`src/rtl/wb_master.sv`:
```
// Wishbone classic burst master: one command moves 1..16 beats at
// incrementing addresses, with per-beat ack timeout.
//
// Ports:
//   clk_i, rst_i                      clock, sync active-high reset
//   adr_o dat_o dat_i we_o cyc_o stb_o ack_i   Wishbone bus
//   cmd_valid_i cmd_ready_o cmd_we_i cmd_adr_i cmd_len_i   command
//   wdat_valid_i wdat_i wdat_ready_o  write-data stream
//   rsp_valid_o rsp_dat_o done_o err_o  read beats / completion
module wb_master #(
  parameter int ADDR_WIDTH = 8,
  parameter int DATA_WIDTH = 32,
  parameter int TIMEOUT    = 16
) (
  input  logic                  clk_i,
  input  logic                  rst_i,
  output logic [ADDR_WIDTH-1:0] adr_o,
  output logic [DATA_WIDTH-1:0] dat_o,
  input  logic [DATA_WIDTH-1:0] dat_i,
  output logic                  we_o,
  output logic                  cyc_o,
  output logic                  stb_o,
  input  logic                  ack_i,
  input  logic                  cmd_valid_i,
  output logic                  cmd_ready_o,
  input  logic                  cmd_we_i,
  input  logic [ADDR_WIDTH-1:0] cmd_adr_i,
  input  logic [3:0]            cmd_len_i,
  input  logic                  wdat_valid_i,
  input  logic [DATA_WIDTH-1:0] wdat_i,
  output logic                  wdat_ready_o,
  output logic                  rsp_valid_o,
  output logic [DATA_WIDTH-1:0] rsp_dat_o,
  output logic                  done_o,
  output logic                  err_o
);

  typedef enum logic [1:0] {
    IDLE,
    WDATA,
    BUS,
    GAP
  } state_t;

  localparam logic [7:0] TMAX = 8'(TIMEOUT - 1);

  state_t                state_q, state_d;
  logic                  cyc_q, cyc_d;
  logic                  stb_q, stb_d;
  logic                  we_q, we_d;
  logic [ADDR_WIDTH-1:0] adr_q, adr_d;
  logic [DATA_WIDTH-1:0] dat_q, dat_d;
  logic                  rsp_valid_q, rsp_valid_d;
  logic [DATA_WIDTH-1:0] rsp_dat_q, rsp_dat_d;
  logic                  done_q, done_d;
  logic                  err_q, err_d;
  logic [3:0]            len_q, len_d;
  logic [3:0]            beat_q, beat_d;
  logic [7:0]            cnt_q, cnt_d;

  always_comb begin
    state_d     = state_q;
    cyc_d       = cyc_q;
    stb_d       = stb_q;
    we_d        = we_q;
    adr_d       = adr_q;
    dat_d       = dat_q;
    rsp_dat_d   = rsp_dat_q;
    len_d       = len_q;
    beat_d      = beat_q;
    cnt_d       = cnt_q;
    rsp_valid_d = 1'b0;
    done_d      = 1'b0;
    err_d       = 1'b0;
    unique case (state_q)
      IDLE: begin
        if (cmd_valid_i) begin
          we_d   = cmd_we_i;
          adr_d  = cmd_adr_i;
          len_d  = cmd_len_i;
          beat_d = 4'd0;
          cnt_d  = 8'd0;
          cyc_d  = 1'b1;
          if (cmd_we_i) begin
            state_d = WDATA;
            stb_d   = 1'b0;
          end else begin
            state_d = BUS;
            stb_d   = 1'b1;
          end
        end
      end
      WDATA: begin
        if (wdat_valid_i) begin
          dat_d   = wdat_i;
          state_d = BUS;
          stb_d   = 1'b1;
          cnt_d   = 8'd0;
        end
      end
      BUS: begin
        // An ack on the expiring cycle wins over the timeout.
        if (ack_i) begin
          stb_d = 1'b0;
          if (!we_q) begin
            rsp_valid_d = 1'b1;
            rsp_dat_d   = dat_i;
          end
          if (beat_q == len_q) begin
            state_d = IDLE;
            cyc_d   = 1'b0;
            done_d  = 1'b1;
          end else begin
            beat_d  = beat_q + 4'd1;
            adr_d   = adr_q + ADDR_WIDTH'(1);
            state_d = we_q ? WDATA : GAP;
          end
        end else if (cnt_q == TMAX) begin
          state_d = IDLE;
          cyc_d   = 1'b0;
          stb_d   = 1'b0;
          done_d  = 1'b1;
          err_d   = 1'b1;
        end else begin
          cnt_d = cnt_q + 8'd1;
        end
      end
      GAP: begin
        state_d = BUS;
        stb_d   = 1'b1;
        cnt_d   = 8'd0;
      end
      default: begin
        state_d = IDLE;
        cyc_d   = 1'b0;
        stb_d   = 1'b0;
      end
    endcase
  end

  always_ff @(posedge clk_i) begin
    if (rst_i) begin
      state_q     <= IDLE;
      cyc_q       <= 1'b0;
      stb_q       <= 1'b0;
      we_q        <= 1'b0;
      adr_q       <= '0;
      dat_q       <= '0;
      rsp_valid_q <= 1'b0;
      rsp_dat_q   <= '0;
      done_q      <= 1'b0;
      err_q       <= 1'b0;
      len_q       <= 4'd0;
      beat_q      <= 4'd0;
      cnt_q       <= 8'd0;
    end else begin
      state_q     <= state_d;
      cyc_q       <= cyc_d;
      stb_q       <= stb_d;
      we_q        <= we_d;
      adr_q       <= adr_d;
      dat_q       <= dat_d;
      rsp_valid_q <= rsp_valid_d;
      rsp_dat_q   <= rsp_dat_d;
      done_q      <= done_d;
      err_q       <= err_d;
      len_q       <= len_d;
      beat_q      <= beat_d;
      cnt_q       <= cnt_d;
    end
  end

  // Ready drops combinationally while reset is held.
  assign cmd_ready_o  = (state_q == IDLE) && !rst_i;
  assign wdat_ready_o = (state_q == WDATA);
  assign adr_o        = adr_q;
  assign dat_o        = dat_q;
  assign we_o         = we_q;
  assign cyc_o        = cyc_q;
  assign stb_o        = stb_q;
  assign rsp_valid_o  = rsp_valid_q;
  assign rsp_dat_o    = rsp_dat_q;
  assign done_o       = done_q;
  assign err_o        = err_q;

endmodule

```
`config.mk`:
```
export PLATFORM = sky130hd
export DESIGN_NAME = wb_master
export DESIGN_NICKNAME = d
export VERILOG_FILES = /design/src/rtl/wb_master.sv
export SDC_FILE = /design/constraint.sdc
export NUM_CORES = 1
export LEC_CHECK = 0
export ABC_AREA = 1
export CAP_MARGIN = 10
export CORE_ASPECT_RATIO = 1.1
export CORE_UTILIZATION = 43
export DETAILED_ROUTE_END_ITERATION = 7
export PLACE_DENSITY = 0.79
export SKIP_LAST_GASP = 1
export SYNTH_ARGS = -nofsm -noshare
export SYNTH_HDL_FRONTEND = slang
export SYNTH_SLANG_ARGS = --single-unit
```
`constraint.sdc`:
```
create_clock -name clk_i -period 1.9 [get_ports clk_i]
set_input_delay 0.38 -clock clk_i [delete_from_list [all_inputs] [get_ports clk_i]]
set_output_delay 0.38 -clock clk_i [all_outputs]
set_load 0.005 [all_outputs]
```
# Word level (Yosys, flattened, before mapping)
# Index checks and enable logic that the tools add are counted.
# Widths: inputs -> output; s select.
# word_totals
out_inout_bits	80
input_bits	82
elab_cells	81
register_bits	96
# classes
eq_ne	13
add_sub_neg	3
reduce_logical	14
n_mux	35
bitwise	3
# op_table
cell	n
$mux 8	7
$pmux 8 s4	1
$add 8x1->8 const B	2
$pmux 8 s2	1
$mux 2	7
$mux 1	12
$mux 4	3
$ne 2x2->1 const B	6
$reduce_and 4->1	3
$eq 8x4->1 const B	1
$pmux 2 s4	1
$pmux 4 s2	1
$ne 3x3->1 const B	2
$reduce_and 3->1	2
$reduce_or 3->1	2
$add 4x1->4 const B	1
$eq 2x2->1 const B	2
$eq 4x4->1	1
$pmux 1 s4	1
$reduce_and 2->1	2
$not 1->1	3
$eq 2x1->1 const B	1
$logic_not 2->1	1
$pmux 1 s2	1
4 further kinds	4

# Longest topological paths before layout
# Gate-level depths: netlist of run 1.
# logic_depth
word_depth	4
ltp_mapped	11
mapped_depth_nobuf	11

# Least setup slack after synthesis of run 1
# Ideal clock, no wire load.
# synth_timing
path_type	reg-to-reg
startpoint	reg cnt_q[0]
endpoint	reg cnt_q[6]
required_time_ns	1.766
setup_time_ns	0.134
path_buffers	0
period_less_slack_ns	1.360
setup_slack_ns	0.540
t_arrival_ns	1.226
path_stages_with_launch	11
path_cell_list	dfxtp_1 ha_1 nand2_1 nor2_1 nand2_2 nand2_1 nand2_1 nand2_4 inv_2 nand2_1 a21oi_1
# synth_via
elab_chain_len	4
word_cells_on_any_way	7
cone_classes	1 x add/sub; 2 x eq/ne; 3 x mux; 1 x reduce/logical
# synth_lines
element	line	source
from (decl)	59	logic [7:0] cnt_q, cnt_d;
from (signal assigned)	169	cnt_q <= cnt_d;
$add 8x1->8	125	cnt_d = cnt_q + 8'd1;
$mux 8	118	end else if (cnt_q == TMAX) begin
$mux 8	103	if (ack_i) begin
$pmux 8 s4	75	unique case (state_q)
# Parallel ways exist; a longest one is shown, timed or not. The select of a mux whose other input is x is not followed.
# A chain may end at the register's enable or synchronous reset.

# Final worst setup path of run 1
# layout_timing
startpoint	reg state_q[0]
endpoint	out wdat_ready_o
# layout_via
elab_chain_len	1
# layout_lines
element	line	source
from (decl)	47	state_t state_q, state_d;
from (signal assigned)	157	state_q <= state_d;
$eq 2x1->1	175	assign wdat_ready_o = (state_q == WDATA);
to (decl)	31	output logic wdat_ready_o,
# Every way passes these cells.

==> results.md, run 1 <==
- Outcome: completed
- Crit path kind: register to output pin
- Sequential fraction of the synthesis area: 0.472
- Clk pwr share: 0.242
- CTS Root Cell: clkbuf_8
- Fmax: between 500 and 600 MHz
- Area Growth Syn to Fin: 48.1%
- Number of synthesized register bits: 96
- Initial antenna violation count: 0
- Cells after Synth: 569
- Ant. Diodes: 0
- DRC: 0
- Initial DRC Count: roughly 180
- Crit path required time: 1520 ps
- Reg-to-reg endpoint: cnt_q[7]
- WL/cell: 13.0 um
- Post-route core utilization: 0.669
- R2R setup slack: roughly 360 ps
- Final slew viol count: 0
- Final worst-path cycle share: 0.927
- Cell Chain, Critical Path: inv_2 > nor2_4 > clkdlybuf4s50_1
- Clk_lat worst skew: 350 ps
- HP Class: primary input to register
- Initial Util: 0.452
- Gr ovfl total: 0
- Total GRT Usage: 0.229
- VDD IR-drop max: 557 uV
- Seq pwr share: 0.437
- Max Fanout on Critical Path: 5
- Vias/cell: 4.94
- Worst-Margin Slew: 497 ps
- Slowest-stage cell, CP: clkdlybuf4s50_1
- R2R depth: 10
- Slew HR: 0.668
- Die height: 104 um
- PortBufs: between 150 and 200
- H-tree levels: 3
- Fin crit period: 1760 ps
- Synth Area per Inst: 7.16 um2
- Net Sw Power: 1790 uW
- Setup_tns: 0 ps
- Int Pwr: 3810 uW
- Sw frac: 0.320
- Clock-pin slew of the registers on the worst-case setup and hold paths: roughly 100 ps
- Clk sinks: 96
- Number of CTS-inserted buffers: 9
- Library cells used by synthesis: 30
- Post-DP HPWL: 8130 um
- Final hold violations: 0
- Gpl congestion: 0.819
- Hold depth: 2
- Power per cell area: just over 900 nW/um2
- Final wirelength: 11000 um
- End point of the worst hold path: rsp_valid_o
- Setup crit end kind: output pin
- Crit path DAT: 1380 ps
- Mapped Area: 4070 um2
- Syn_nets: ~650
- Die footprint: 9860 um2
- CTS Hold Bufs: 0
- Core Rows: 36
- Leak: approximately 0.0023 uW
- Max incr delay on CP: 530 ps
- DR pass1 iterations: 5
- Pin count of the biggest net entering global routing: 46
- Via count: approximately 4200
- Logic pwr share: 0.321
- Commonest non-fill, non-tap cell in the layout: clkdlybuf4s50_1
- Antenna Nets Post-Route: 0
- Vias in the first global route: 4077
- # nets final: between 800 and 900
- RSZ-0062 raised after global routing: no
- Setup bufs post-CTS: 0
- Share of cells above drive strength 1: 0.0780
- Most frequent cells in the layout: clkdlybuf4s50_1 (159), nand2_1 (127), nor2_1 (106)
- Core Region: 9010 um2
- Fill cell count: 751
- Die width: 94.8 um
- Max-cap violation count: 0
- First-pass GRT wire length: 18100 um
- Clock Path Buffers: 2
- Synth warnings: 0
- R2R Path Start: state_q[0]
- Min-delay src: rst_i
- Final Skew: 12.1 ps
- Startpoint Class: register
- # IOs: 162
- CTS tree: yes
- Final setup fails: 0
==> worst max-delay path, delay by kind of cell, from the launching register on <==
family        cells  cell delay [ps]
buf+inv           2              580
flops             1              380
simple gates      1               80
==> layout make-up <==
type	instances	area (um2)	share of cell area
timing repair buffer	176	1760	0.291
sequential	96	1920	0.319
multi-input combinational	406	1860	0.309
tap	114	143	0.0237
clock buffer	11	141	0.0235
inverter	37	139	0.0230
clock inverter	5	63.8	0.0106
==> kinds of logic (layout without fill, tap and decap cells) <==
logic type               after synthesis  count (layout)  synth area share
AND/OR/NAND/NOR                      301             301             0.315
AO/OA/AOI/OAI                         97              97             0.123
flip-flops                            96              96             0.472
buffers and inverters                 67             229            0.0704
XOR/XNOR                               5               5            0.0108
adder cells (fa/ha/maj)                3               3           0.00922
==> synth_stat cells <==
library cell  number  area [um2]
buf_6              2        22.5
nor2_4             2        22.5
xor2_1             4        35.0
dfxtp_1           96        1920
o21ai_0           45         225
buf_8              1        15.0
nor3_2             1        10.0
or2_2              1        6.26
nor3_1             1        5.00
xnor2_1            1        8.76
a21oi_2            4        35.0
nand3_4            2        35.0
nand2_1          127         477
nand3_1           47         235
nand4_1            6        37.5
o21ai_1            1        5.00
buf_2              4        20.0
inv_2              8        30.0
inv_1             28         105
nor2_2             2        12.5
nor2_1           106         398
nand2_2            4        25.0
nand2_4            1        11.3
buf_1              1        3.75
a21oi_1           47         235
ha_1               3        37.5
nor4_1             1        6.26
clkbuf_1          21        78.8
buf_4              1        7.51
clkinv_1           1        3.75
==> through the flow <==
| step | area (um2) | setup slack, ps | hold slack [ps] | cells | power, uW |
|---|---|---|---|---|---|
| after global routing | 6030 | 72.3 | 231 | 845 | 5980 |
| after detailed placement | 5820 | 44.2 | 454 | 829 | 4290 |
| after floorplan | 4070 | 540 | 444 | 569 | 3460 |
| final | 6030 | 139 | 252 | 845 | 5600 |
| after global placement | 5820 | 99.1 | 447 | 829 | 4240 |
| after CTS | 6030 | 57.4 | 241 | 845 | 5660 |
==> state kept, by name (all words and copies together), names as in the netlist, 2 cells and up <==
name       count
adr_o          8
beat_q         4
cnt_q          8
dat_o         32
len_q          4
rsp_dat_o     32
state_q        2
==> layer usage <==
metal,global-route usage,up-vias,wire (um)
met3,0.0651,18,705
met4,0.0985,0,261
met5,0,-,0
met1,0.254,1891,4330
met2,0.398,126,5660
li1,-,2136,-
==> worst max path at each step <==
stage               start       endpoint  slack, ps  cells past startpoint
2_1_floorplan    cnt_q[0]       cnt_q[6]        540                     10
3_3_place_gp        ack_i  rsp_dat_o[21]        100                      7
3_5_place_dp        ack_i   rsp_dat_o[0]         40                      7
4_1_cts        state_q[0]   wdat_ready_o         60                      3
5_1_grt        state_q[0]   wdat_ready_o         70                      3
6_report       state_q[0]   wdat_ready_o        140                      3
==> power by group through the flow <==
stage               Clock [uW]  Sequential [uW]  Combinational, uW
floorplan                    0             2480                973
global placement             0             2480               1760
detailed placement           0             2490               1810
CTS                       1400             2440               1810
global route              1490             2480               2010
finish                    1360             2440               1800
==> repair_timing <==
item	in CTS	in global routing
setup endpoints to repair	1	1
cloned	0	0
resized for setup	1	1
No activity file was read; power rests on OpenSTA's default activity.
==> run 2: changes to the inputs <==
Settings changed: RECOVER_POWER set to 25, SKIP_CTS_REPAIR_TIMING set to 1.
==> results.md, run 2 (same netlist as run 1, synthesis figures left out) <==
- Ant. Diodes: 0
- Slew HR: 0.623
- Total Power: 5580 uW
- Max-cap violation count: 0
- Clock-pin slew of the registers on the worst-case setup and hold paths: around 100 ps
- Initial antenna violation count: 1
- Most frequent cells in the layout: clkdlybuf4s50_1 (158), nand2_1 (129), nor2_1 (106)
- Outcome: completed
- Gr ovfl total: 0
- Final slew viol count: 0
- # nets final: 811
- Clk sinks: 96
- Hold slack: 252 ps
- Total GRT Usage: 0.229
- Final hold violations: 0
- Commonest non-fill, non-tap cell in the layout: clkdlybuf4s50_1
- Post-route core utilization: 0.666
- Gpl congestion: a little over 0.8
- Share of cells above drive strength 1: 0.0739
- Clock Path Buffers: 2
- Crit path kind: register to output pin
- Fin crit period: approximately 1800 ps
- # IOs: 162
- CTS tree: yes
- Number of CTS-inserted buffers: 9
- Fmax: 566 MHz
- Die height: around 100 um
- Core Region: around 9000 um2
- Final setup fails: 0
- Max Fanout on Critical Path: 5
- Pin count of the biggest net entering global routing: 46
- Initial Util: 0.452
- Vias/cell: roughly 5.0
- Initial DRC Count: 164
- Placed instance area: 5820 um2
- PortBufs: 161
- Core Rows: 36
- Clk_lat worst skew: roughly 350 ps
- Startpoint Class: register
- Power per cell area: ~930 nW/um2
- Antenna Nets Post-Route: 0
- Via count: 4207
- Post-route design area: around 6000 um2
- First-pass GRT wire length: approximately 18000 um
- Worst-Margin Slew: 566 ps
- Area Growth Syn to Fin: 47.4%
- Vias in the first global route: 4077
- Crit path required time: between 1500 and 2000 ps
- Die width: 94.8 um
- Fill cell count: 756
- Setup crit end kind: output pin
- HP Class: primary input to register
- DRC: 0
- Post-DP HPWL: 8130 um
- Final wirelength: approximately 11000 um
- H-tree levels: 3
- WL/cell: 13.0 um
- RSZ-0062 raised after global routing: no
- VDD IR-drop max: 557 uV
- Final Skew: 12.6 ps
- Crit path DAT: 1390 ps
- Leak: 0.00233 uW
- Setup_tns: 0 ps
- DR pass1 iterations: 4
- CTS Root Cell: clkbuf_8
- Final worst-path cycle share: 0.930
- Die footprint: approximately 9900 um2
==> run 2: changes by cell type in the layout (fill, tap and decap cells not counted), sizes merged <==
cell and change:
clkdlybuf4s50 -1, dlygate4sd2 -1, clkbuf +1, buf -1
dlymetal6s2s +1, dlygate4sd3 +1
==> run 2: cell type report <==
class | count | area, um2 | area share
Sequential cell | 96 | 1920 | 0.320
Multi-Input combinational cell | 406 | 1850 | 0.308
Timing Repair Buffer | 176 | 1740 | 0.290
Tap cell | 114 | 143 | 0.0238
Clock buffer | 11 | 141 | 0.0236
Inverter | 37 | 139 | 0.0231
Clock inverter | 5 | 63.8 | 0.0106
==> run 2: power by group <==
group	switching [uW]	internal [uW]
Sequential	179	2260
Clock	701	658
Combinational	906	873
==> run 2: path summary, 6_finish.rpt <==
kind / start / endpoint / slack, ps / cells after the start
worst max-delay path: state_q[0] / wdat_ready_o / 130 / 3
worst min-delay path: rst_i / rsp_valid_o / 250 / 2
worst max register to register: state_q[1] / rsp_dat_o[0] / 290 / 7
worst min register to register: dat_o[0] / dat_o[0] / 460 / 2
==> run 2: worst max-delay path, stage by stage, from the launching register on <==
cell and delay (ps):
dfxtp_2 380, inv_2 50, nor2_4 80, clkdlybuf4s50_1 530
==> run 2: metrics by stage <==
step / instances / setup WS [ps]
after floorplan: 569 / 540
after detailed placement: 829 / 44.2
after global routing: 845 / 56.1
final: 845 / 134
after CTS: 845 / -82.5
after global placement: 829 / 99.1
==> run 2: layer usage <==
metal  share of wire  routed length, um  vias to the layer above  global-route usage
met5          0.0010                 11                        -                   0
met4           0.025                276                        2              0.0985
met3           0.062                681                       22              0.0651
met2            0.51               5660                      120               0.398
met1            0.40               4380                     1928               0.254
li1                -                  -                     2135                   -
